--- src/rtl/booth_mult_r4.sv ---
// Radix-4 modified Booth sequential multiplier, DW x DW -> 2*DW, signed or unsigned per operation.
// Operands are extended by two bits so the unsigned full range and an even digit count come for free.
module booth_mult_r4 #(
    parameter int DW = 8,
    parameter int CW = $clog2(DW/2+2)
) (
    input  logic              clk,
    input  logic              rst,
    input  logic              i_start,
    input  logic              i_signed,
    input  logic              i_abort,
    input  logic [DW-1:0]     i_multiplier,
    input  logic [DW-1:0]     i_multiplicand,
    output logic [2*DW-1:0]   o_product,
    output logic              o_rdy,
    output logic              o_busy,
    output logic [CW-1:0]     o_cnt,
    output logic [1:0]        o_state
);

    localparam int AW = DW + 4;
    localparam int QW = DW + 2;
    localparam logic [CW-1:0] N_ITER = CW'(DW/2 + 1);

    typedef enum logic [1:0] {
        IDLE = 2'd0,
        CALC = 2'd1,
        DONE = 2'd2
    } state_t;

    state_t state, state_next;

    logic [AW-1:0]   acc;
    logic [QW-1:0]   q;
    logic            q_m1;
    logic [AW-1:0]   mx;
    logic [CW-1:0]   cnt;
    logic [2*DW-1:0] product;

    logic            load;
    logic            step;
    logic            finish;
    logic            clear_cnt;

    logic [QW-1:0]   ext_q;
    logic [AW-1:0]   ext_m;
    logic [AW-1:0]   addend;
    logic [AW-1:0]   acc_sum;
    logic [AW-1:0]   acc_shift;
    logic [QW-1:0]   q_shift;

    always_comb begin
        ext_q = i_signed ? {{2{i_multiplier[DW-1]}}, i_multiplier}
                         : {2'b00, i_multiplier};
        ext_m = i_signed ? {{4{i_multiplicand[DW-1]}}, i_multiplicand}
                         : {4'b0000, i_multiplicand};
    end

    // Booth digit in {-2,-1,0,+1,+2} applied to the extended multiplicand
    always_comb begin
        addend = '0;
        unique case ({q[1:0], q_m1})
            3'b001, 3'b010: addend = mx;
            3'b011:         addend = mx << 1;
            3'b100:         addend = -(mx << 1);
            3'b101, 3'b110: addend = -mx;
            default:        addend = '0;
        endcase
    end

    always_comb begin
        acc_sum   = acc + addend;
        acc_shift = {{2{acc_sum[AW-1]}}, acc_sum[AW-1:2]};
        q_shift   = {acc_sum[1:0], q[QW-1:2]};
    end

    always_ff @(posedge clk or negedge rst) begin
        if (!rst) begin
            state <= IDLE;
        end else begin
            state <= state_next;
        end
    end

    always_comb begin
        state_next = state;
        load       = 1'b0;
        step       = 1'b0;
        finish     = 1'b0;
        clear_cnt  = 1'b0;
        unique case (state)
            IDLE: begin
                if (i_start) begin
                    load       = 1'b1;
                    state_next = CALC;
                end
            end
            CALC: begin
                if (i_abort) begin
                    clear_cnt  = 1'b1;
                    state_next = IDLE;
                end else begin
                    step = 1'b1;
                    if (cnt == CW'(1)) begin
                        finish     = 1'b1;
                        state_next = DONE;
                    end
                end
            end
            DONE: begin
                if (i_start) begin
                    load       = 1'b1;
                    state_next = CALC;
                end else begin
                    state_next = IDLE;
                end
            end
            default: state_next = IDLE;
        endcase
    end

    always_ff @(posedge clk or negedge rst) begin
        if (!rst) begin
            acc     <= '0;
            q       <= '0;
            q_m1    <= 1'b0;
            mx      <= '0;
            cnt     <= '0;
            product <= '0;
        end else if (load) begin
            acc  <= '0;
            q    <= ext_q;
            q_m1 <= 1'b0;
            mx   <= ext_m;
            cnt  <= N_ITER;
        end else if (step) begin
            acc  <= acc_shift;
            q    <= q_shift;
            q_m1 <= q[1];
            cnt  <= cnt - CW'(1);
            // Low 2*DW bits of {A,Q} after the final shift
            if (finish) begin
                product <= {acc_shift[DW-3:0], q_shift};
            end
        end else if (clear_cnt) begin
            cnt <= '0;
        end
    end

    assign o_product = product;
    assign o_rdy     = (state == DONE);
    assign o_busy    = (state == CALC);
    assign o_cnt     = cnt;
    assign o_state   = state;

endmodule
--- config.mk ---
export PLATFORM = sky130hd
export DESIGN_NAME = booth_mult_r4
export DESIGN_NICKNAME = d
export VERILOG_FILES = /design/src/rtl/booth_mult_r4.sv
export SDC_FILE = /design/constraint.sdc
export NUM_CORES = 1
export LEC_CHECK = 0
export CAP_MARGIN = 20
export CORE_MARGIN = 5
export CORE_UTILIZATION = 55
export CTS_BUF_LIST = sky130_fd_sc_hd__clkbuf_8 sky130_fd_sc_hd__clkbuf_16
export DETAILED_ROUTE_END_ITERATION = 8
export MAX_ROUTING_LAYER = met4
export PLACE_DENSITY = 0.82
export SLEW_MARGIN = 20
export SYNTH_ARGS = -nofsm -noshare
export SYNTH_HDL_FRONTEND = slang
export SYNTH_SLANG_ARGS = --single-unit
--- constraint.sdc ---
create_clock -name clk -period 4.45 [get_ports clk]
set_input_delay 0.89 -clock clk [delete_from_list [all_inputs] [get_ports clk]]
set_output_delay 0.89 -clock clk [all_outputs]
set_load 0.005 [all_outputs]
==> results.toml, run 1 <==
[route]
vias = 2730
wl_um = 6936
ant_nets = 0
drc_errors = 0
wire_per_inst_um = 14.54
drt_iter0_markers = 179
dr.pass1.iters = 4
avgViaCountPerCell = 5.723

[floorplan]
rows = 27
initial_core_util_pct = 56.31
core_area_sq_um = 5473
die-area_sq_um = 7200
io_pins = 44
die_y_um = 84.86
die_x_um = 84.86

[pwr]
finalPower_mw = 2.813
leakagePower_nw = 1.641
power_density_nw_per_um2 = 779.2
worst_ir_drop_vdd_uv = 381.0

[critical_path]
crit_path_end_kind = "flip-flop"
critPathKind = "flip-flop to flip-flop"
critPathMaxFanout = 6
r2r_slack_ps = 920
r2r-end = "acc[10]$_DFFE_PN0P_"
r2r_start = "mx[0]$_DFFE_PN0P_"
arrival_ps = 3780
r2r_cells = 15
start_kind = "flip-flop"
crit_required_ps = 4700

[sta]
tightest_slew_ps = 852.3
finalMaxSlewViolations = 0
setup_slack_ps = 920.8
finalSetupViolCount = 0
rsz0062_at_grt = "false"
relSlewSlack_pct = 43.07
fin_worst_skew_ps = 8.719
min_period_ps = 3529
hold_violations = 0
max_freq_mhz = 283.4
fin_crit_sh_pct = 79.31
fin_tns_setup_ps = 0

[clock_network]
cts-htree-levels = 2
cts_resized = 0
cts_setup_buffers = 0
root_buffer = "clkbuf_8"
cts.sinks = 51
cts-hold-fix-buffers = 0
clock_latency_ps = 310
clk_pin_slew_ps = 100
numCtsBuffers = 5
cts_tree = "built"
clock_path_buffers = 2

[worst_hold_path]
hold_path_depth = 2
hp-start = "o_product[12]$_DFFE_PN0P_"
hold_class = "flip-flop to flip-flop"
hold_end = "o_product[12]$_DFFE_PN0P_"

[finish]
multi_input_area_sq_um = 1652
syn2layout_area_growth_pct = 17.13
fillerInstances = 473
final_cell_area_sq_um = 3610
diodes = 0
final_nets = 440
ff_latch_area_sq_um = 1276
drive_gt1_share_pct = 4.198
postLayoutCoreUtil_pct = 65.96

[synth]
synth_warnings = 0
yosys.area.top_type = "dfrtp_1"
seq_area_frac_synth_pct = 41.41
synth_edf_count = 0
syn_area_per_cell_sq_um = 8.240
ys_ff_latch = 51
synth_area_leaders = "dfrtp_1 41%, nand2_1 11%, o21ai_0 5.8%"
synthDistinctLibCells = 45
syn_nets = 410
synth_top_cell_area_share_pct = 41.41
synthArstFlopShare_pct = 100.0
synthCells = 374
syn_area_sq_um = 3082
synth_ff_type = "dfrtp_1"

[status]
status = "complete, no violations"

[global_routing]
groute.usage.overall_pct = 20.05
grt_pass1_vias = 2616
overflow = 0
grt_max_degree = 52
grt_pass1_wl_um = 11640
antenna_found_initial = 0

[placement]
routabilityCongestion = 0.9759
placed_area_sq_um = 3515
place_ws_ps = 1024
place_hpwl_um = 4923
numPortBuffers = 43

[run]
cap_violations = 0
state kept, by name, summed over array words and instances (netlist names):
| name | flops |
|---|---|
| q_m1 | 1 |
| acc | 10 |
| o_product | 16 |
| o_cnt | 3 |
| mx | 9 |
| q | 10 |
| o_state | 2 |
worst max-delay path, cell delays in order, from the launching register on:
cell and delay [ps]:
dfrtp_1 400, inv_1 110, ha_1 230, nand2b_1 140, nor4_1 340, nand2b_1 180, xnor2_1 100, a221oi_1 260
a31oi_1 110, ha_1 410, a21o_1 220, o2111ai_1 290, a31oi_1 150, xnor2_1 220, nor3b_1 210, a21o_1 110
cell families (layout without fill, tap and decap cells):
family	after synthesis	after routing	synth area share (%)
AND/OR/NAND/NOR	158	158	22.01
AO/OA/AOI/OAI	93	93	18.84
flip-flops	51	51	41.41
buffers and inverters	35	66	4.994
XOR/XNOR	19	19	5.400
adder cells (fa/ha/maj)	15	15	6.334
multiplexers	3	3	1.015
worst max-delay path by stage:
stage | startpoint | end | slack, ps | cells after the start
final | mx[0]$_DFFE_PN0P_ | acc[10]$_DFFE_PN0P_ | 920 | 15
after global routing | mx[0]$_DFFE_PN0P_ | acc[10]$_DFFE_PN0P_ | 610 | 15
after CTS | mx[0]$_DFFE_PN0P_ | acc[10]$_DFFE_PN0P_ | 990 | 15
after detailed placement | mx[0]$_DFFE_PN0P_ | acc[10]$_DFFE_PN0P_ | 1020 | 15
after global placement | mx[0]$_DFFE_PN0P_ | acc[10]$_DFFE_PN0P_ | 1100 | 15
after floorplan | mx[3]$_DFFE_PN0P_ | acc[10]$_DFFE_PN0P_ | 1270 | 14
per-stage QoR:
stage               instances  hold WS (ps)
floorplan                 374         455.4
global placement          469         459.2
detailed placement        469         462.0
CTS                       477         485.2
global route              477         506.5
finish                    477         482.4
cell type report:
type | instances | area share (%)
Multi-Input combinational cell | 288 | 45.75
Sequential cell | 51 | 35.36
Tap cell | 72 | 2.496
Timing Repair Buffer | 47 | 12.62
Clock inverter | 2 | 0.3466
Clock buffer | 6 | 2.288
Inverter | 11 | 1.144
per-layer routing:
| layer | wire length [um] | track usage, % |
|---|---|---|
| met2 | 3426 | 33.10 |
| met3 | 245 | 3.301 |
| met1 | 3141 | 25.09 |
| met5 | 0 | - |
| met4 | 123 | 6.763 |
synthesized netlist by cell type (2+ instances only):
library cell	count
a211oi_1	2
a21o_1	5
a21oi_1	12
a221oi_1	3
a31oi_1	17
a32oi_1	2
buf_1	3
buf_2	3
buf_6	2
clkbuf_1	15
dfrtp_1	51
ha_1	14
inv_1	10
mux2i_1	2
nand2_1	89
nand2b_1	7
nand3_1	16
nor2_1	29
nor2b_1	6
nor3_1	2
nor3b_1	2
o2111ai_1	2
o21a_1	2
o21ai_0	36
o31ai_1	2
or3_1	4
xnor2_1	12
xor2_1	7
report_power, final:
part | switching [mW] | internal, mW
combinational | 0.851 | 0.771
clock | 0.159 | 0.126
sequential | 0.246 | 0.659
total | 1.26 | 1.56
cells in the final DEF, fill, tap and decap left out, types with 3 or more instances in the layout:
cell / netlist / routed
o21ai_0: 36 / 36
xor2_1: 7 / 7
clkbuf_8: 0 / 6
nand2_1: 89 / 89
dfrtp_1: 51 / 51
nand3_1: 16 / 16
a221oi_1: 3 / 3
ha_1: 14 / 14
nor2b_1: 6 / 6
buf_4: 1 / 4
nor2_1: 29 / 29
a31oi_1: 17 / 17
a21oi_1: 12 / 12
inv_1: 10 / 11
a21o_1: 5 / 5
or3_1: 4 / 4
clkdlybuf4s50_1: 0 / 42
xnor2_1: 12 / 12
nand2b_1: 7 / 7
Power figures use the tool's default switching activity.
==> run 2, diff against run 1 <==
- CORE_UTILIZATION: 55 -> 49
- PLACE_DENSITY: 0.82 -> 0.78
- clock period: 4.45 -> 3.09 ns (I/O delays scaled with it)
==> run 2 against run 1 <==
Compared with the run above:
- the run now ends with negative setup slack left
- fmax increased by 12%
- core utilization decreased by 1.3 points
- clock skew about the same
- first-iteration DRC count decreased by 15%
- critical endpoint unchanged
==> results.toml, run 2 (synthesized netlist as in run 1, its figures left out) <==
[clock_network]
cts_tree = "built"
numCtsBuffers = 5
clock_latency_ps = 310
clk_pin_slew_ps = 100
root_buffer = "clkbuf_8"
cts.sinks = 51
cts-htree-levels = 2
cts-hold-fix-buffers = 0
clock_path_buffers = 2

[critical_path]
r2r_slack_ps = -50
arrival_ps = 3400
r2r_cells = 12
start_kind = "flip-flop"
r2r_start = "mx[5]$_DFFE_PN0P_"
crit_required_ps = 3340
r2r-end = "acc[10]$_DFFE_PN0P_"
crit_path_end_kind = "flip-flop"
critPathKind = "flip-flop to flip-flop"
cp-startpoint = "mx[5]$_DFFE_PN0P_"
critPathMaxFanout = 5

[global_routing]
overflow = 0
groute.usage.overall_pct = 20.51
antenna_found_initial = 0
grt_pass1_wl_um = 12540
grt_pass1_vias = 2754
grt_max_degree = 33

[route]
wl_um = 7420
drt_iter0_markers = 153
ant_nets = 0
avgViaCountPerCell = 5.525
drc_errors = 0
wire_per_inst_um = 14.69
vias = 2790
dr.pass1.iters = 4

[floorplan]
rows = 28
die_y_um = 89.31
core_area_sq_um = 6026
initial_core_util_pct = 51.14
die-area_sq_um = 7975
die_x_um = 89.31
io_pins = 44

[status]
violations = "negative setup slack"
status = "complete, but fails checks"

[placement]
routabilityCongestion = 0.8904
placed_area_sq_um = 3689
place_hpwl_um = 5407
numPortBuffers = 43

[pwr]
worst_ir_drop_vdd_uv = 559.0
finalPower_mw = 4.526
power_density_nw_per_um2 = 1162
leakagePower_nw = 1.778

[sta]
fin_crit_sh_pct = 101.7
hold_violations = 0
tightest_slew_ps = 954.4
finalMaxSlewViolations = 0
holdWs_ps = 261.4
setup_slack_ps = -52.37
finalSetupViolCount = 1
relSlewSlack_pct = 36.37
min_period_ps = 3142
fin_worst_skew_ps = 8.290
rsz0062_at_grt = "true"
max_freq_mhz = 318.2

[finish]
largest_reg_flops = 16
final_cell_mix = "88 x nand2_1, 51 x dfrtp_1, 42 x clkdlybuf4s50_1"
syn2layout_area_growth_pct = 26.39
final_nets = 465
diodes = 0
ff_latch_area_sq_um = 1276
final_cell_area_sq_um = 3895
layout_commonest_cell = "nand2_1"
drive_gt1_share_pct = 13.49
multi_input_area_sq_um = 1749
fillerInstances = 526

[worst_hold_path]
hold_class = "primary input to async pin"

[run]
cap_violations = 0
## run 2: final cells by class
class | instances | share of cell area [%]
multi-input cells | 288 | 44.91
flip-flops and latches | 51 | 32.77
repair buffers | 72 | 16.51
well taps | 75 | 2.409
clock buffers | 5 | 1.767
inverters | 11 | 1.060
clock inverters | 3 | 0.5782
## run 2: metrics by stage
step	std cells	setup slack, ps	setup TNS, ps	util, %
5_1_grt	505	-160.7	-386.6	64.64
3_3_place_gp	493	67.41	0	61.21
6_report	505	-52.37	-52.37	64.64
4_1_cts	502	0.7181	0	63.23
3_5_place_dp	493	-45.32	-57.17	61.21
2_1_floorplan	374	6.566	0	-
## run 2: timing repair
| item | CTS | global route |
|---|---|---|
| pin swaps | 2 | 15 |
| endpoints found under the hold margin | 0 | 0 |
| resized for setup | 4 | 16 |
| setup endpoints to repair | 2 | 8 |
| setup buffers | 1 | 3 |
## run 2: worst max-delay path by stage
| stage | to | slack (ps) | cells past startpoint |
|---|---|---|---|
| 2_1_floorplan | acc[10]$_DFFE_PN0P_ | 7 | 14 |
| 3_3_place_gp | acc[10]$_DFFE_PN0P_ | 70 | 12 |
| 3_5_place_dp | acc[10]$_DFFE_PN0P_ | -50 | 15 |
| 4_1_cts | acc[10]$_DFFE_PN0P_ | 0.7 | 12 |
| 5_1_grt | acc[8]$_DFFE_PN0P_ | -160 | 16 |
| 6_report | acc[10]$_DFFE_PN0P_ | -50 | 12 |
## run 2: power by group
group,internal (mW),switching [mW],total (mW)
logic,1.43,1.48,2.91
clock network,0.164,0.243,0.408
registers,0.951,0.254,1.20
total,2.55,1.98,4.53
## run 2: per-layer routing
layer  share of wire [%]  vias to the layer above  global-route usage [%]  wire length (um)
met4                 1.2                        0                   6.360                87
met2                  50                       66                   33.02              3702
li1                    -                     1395                       -                 -
met1                  45                     1322                   27.00              3344
met5                   0                        -                       -                 0
met3                 3.9                        7                   2.673               286
## run 2: worst max-delay path, stage by stage, from the launching register on
cell and delay [ps]:
dfrtp_1 400, or4_4 550, or3_4 410, a211o_1 340, nand3_2 80, nand2_2 70
ha_4 240, or3_1 300, o21ai_1 90, a31oi_1 70, xnor2_1 210, nor3b_1 230
a21o_1 110
==> run 3, diff against run 2 <==
- CTS_CLUSTER_SIZE: not set -> 16
==> results of run 3 <==
The final DEF is identical to that of run 2; final timing and power are the same.
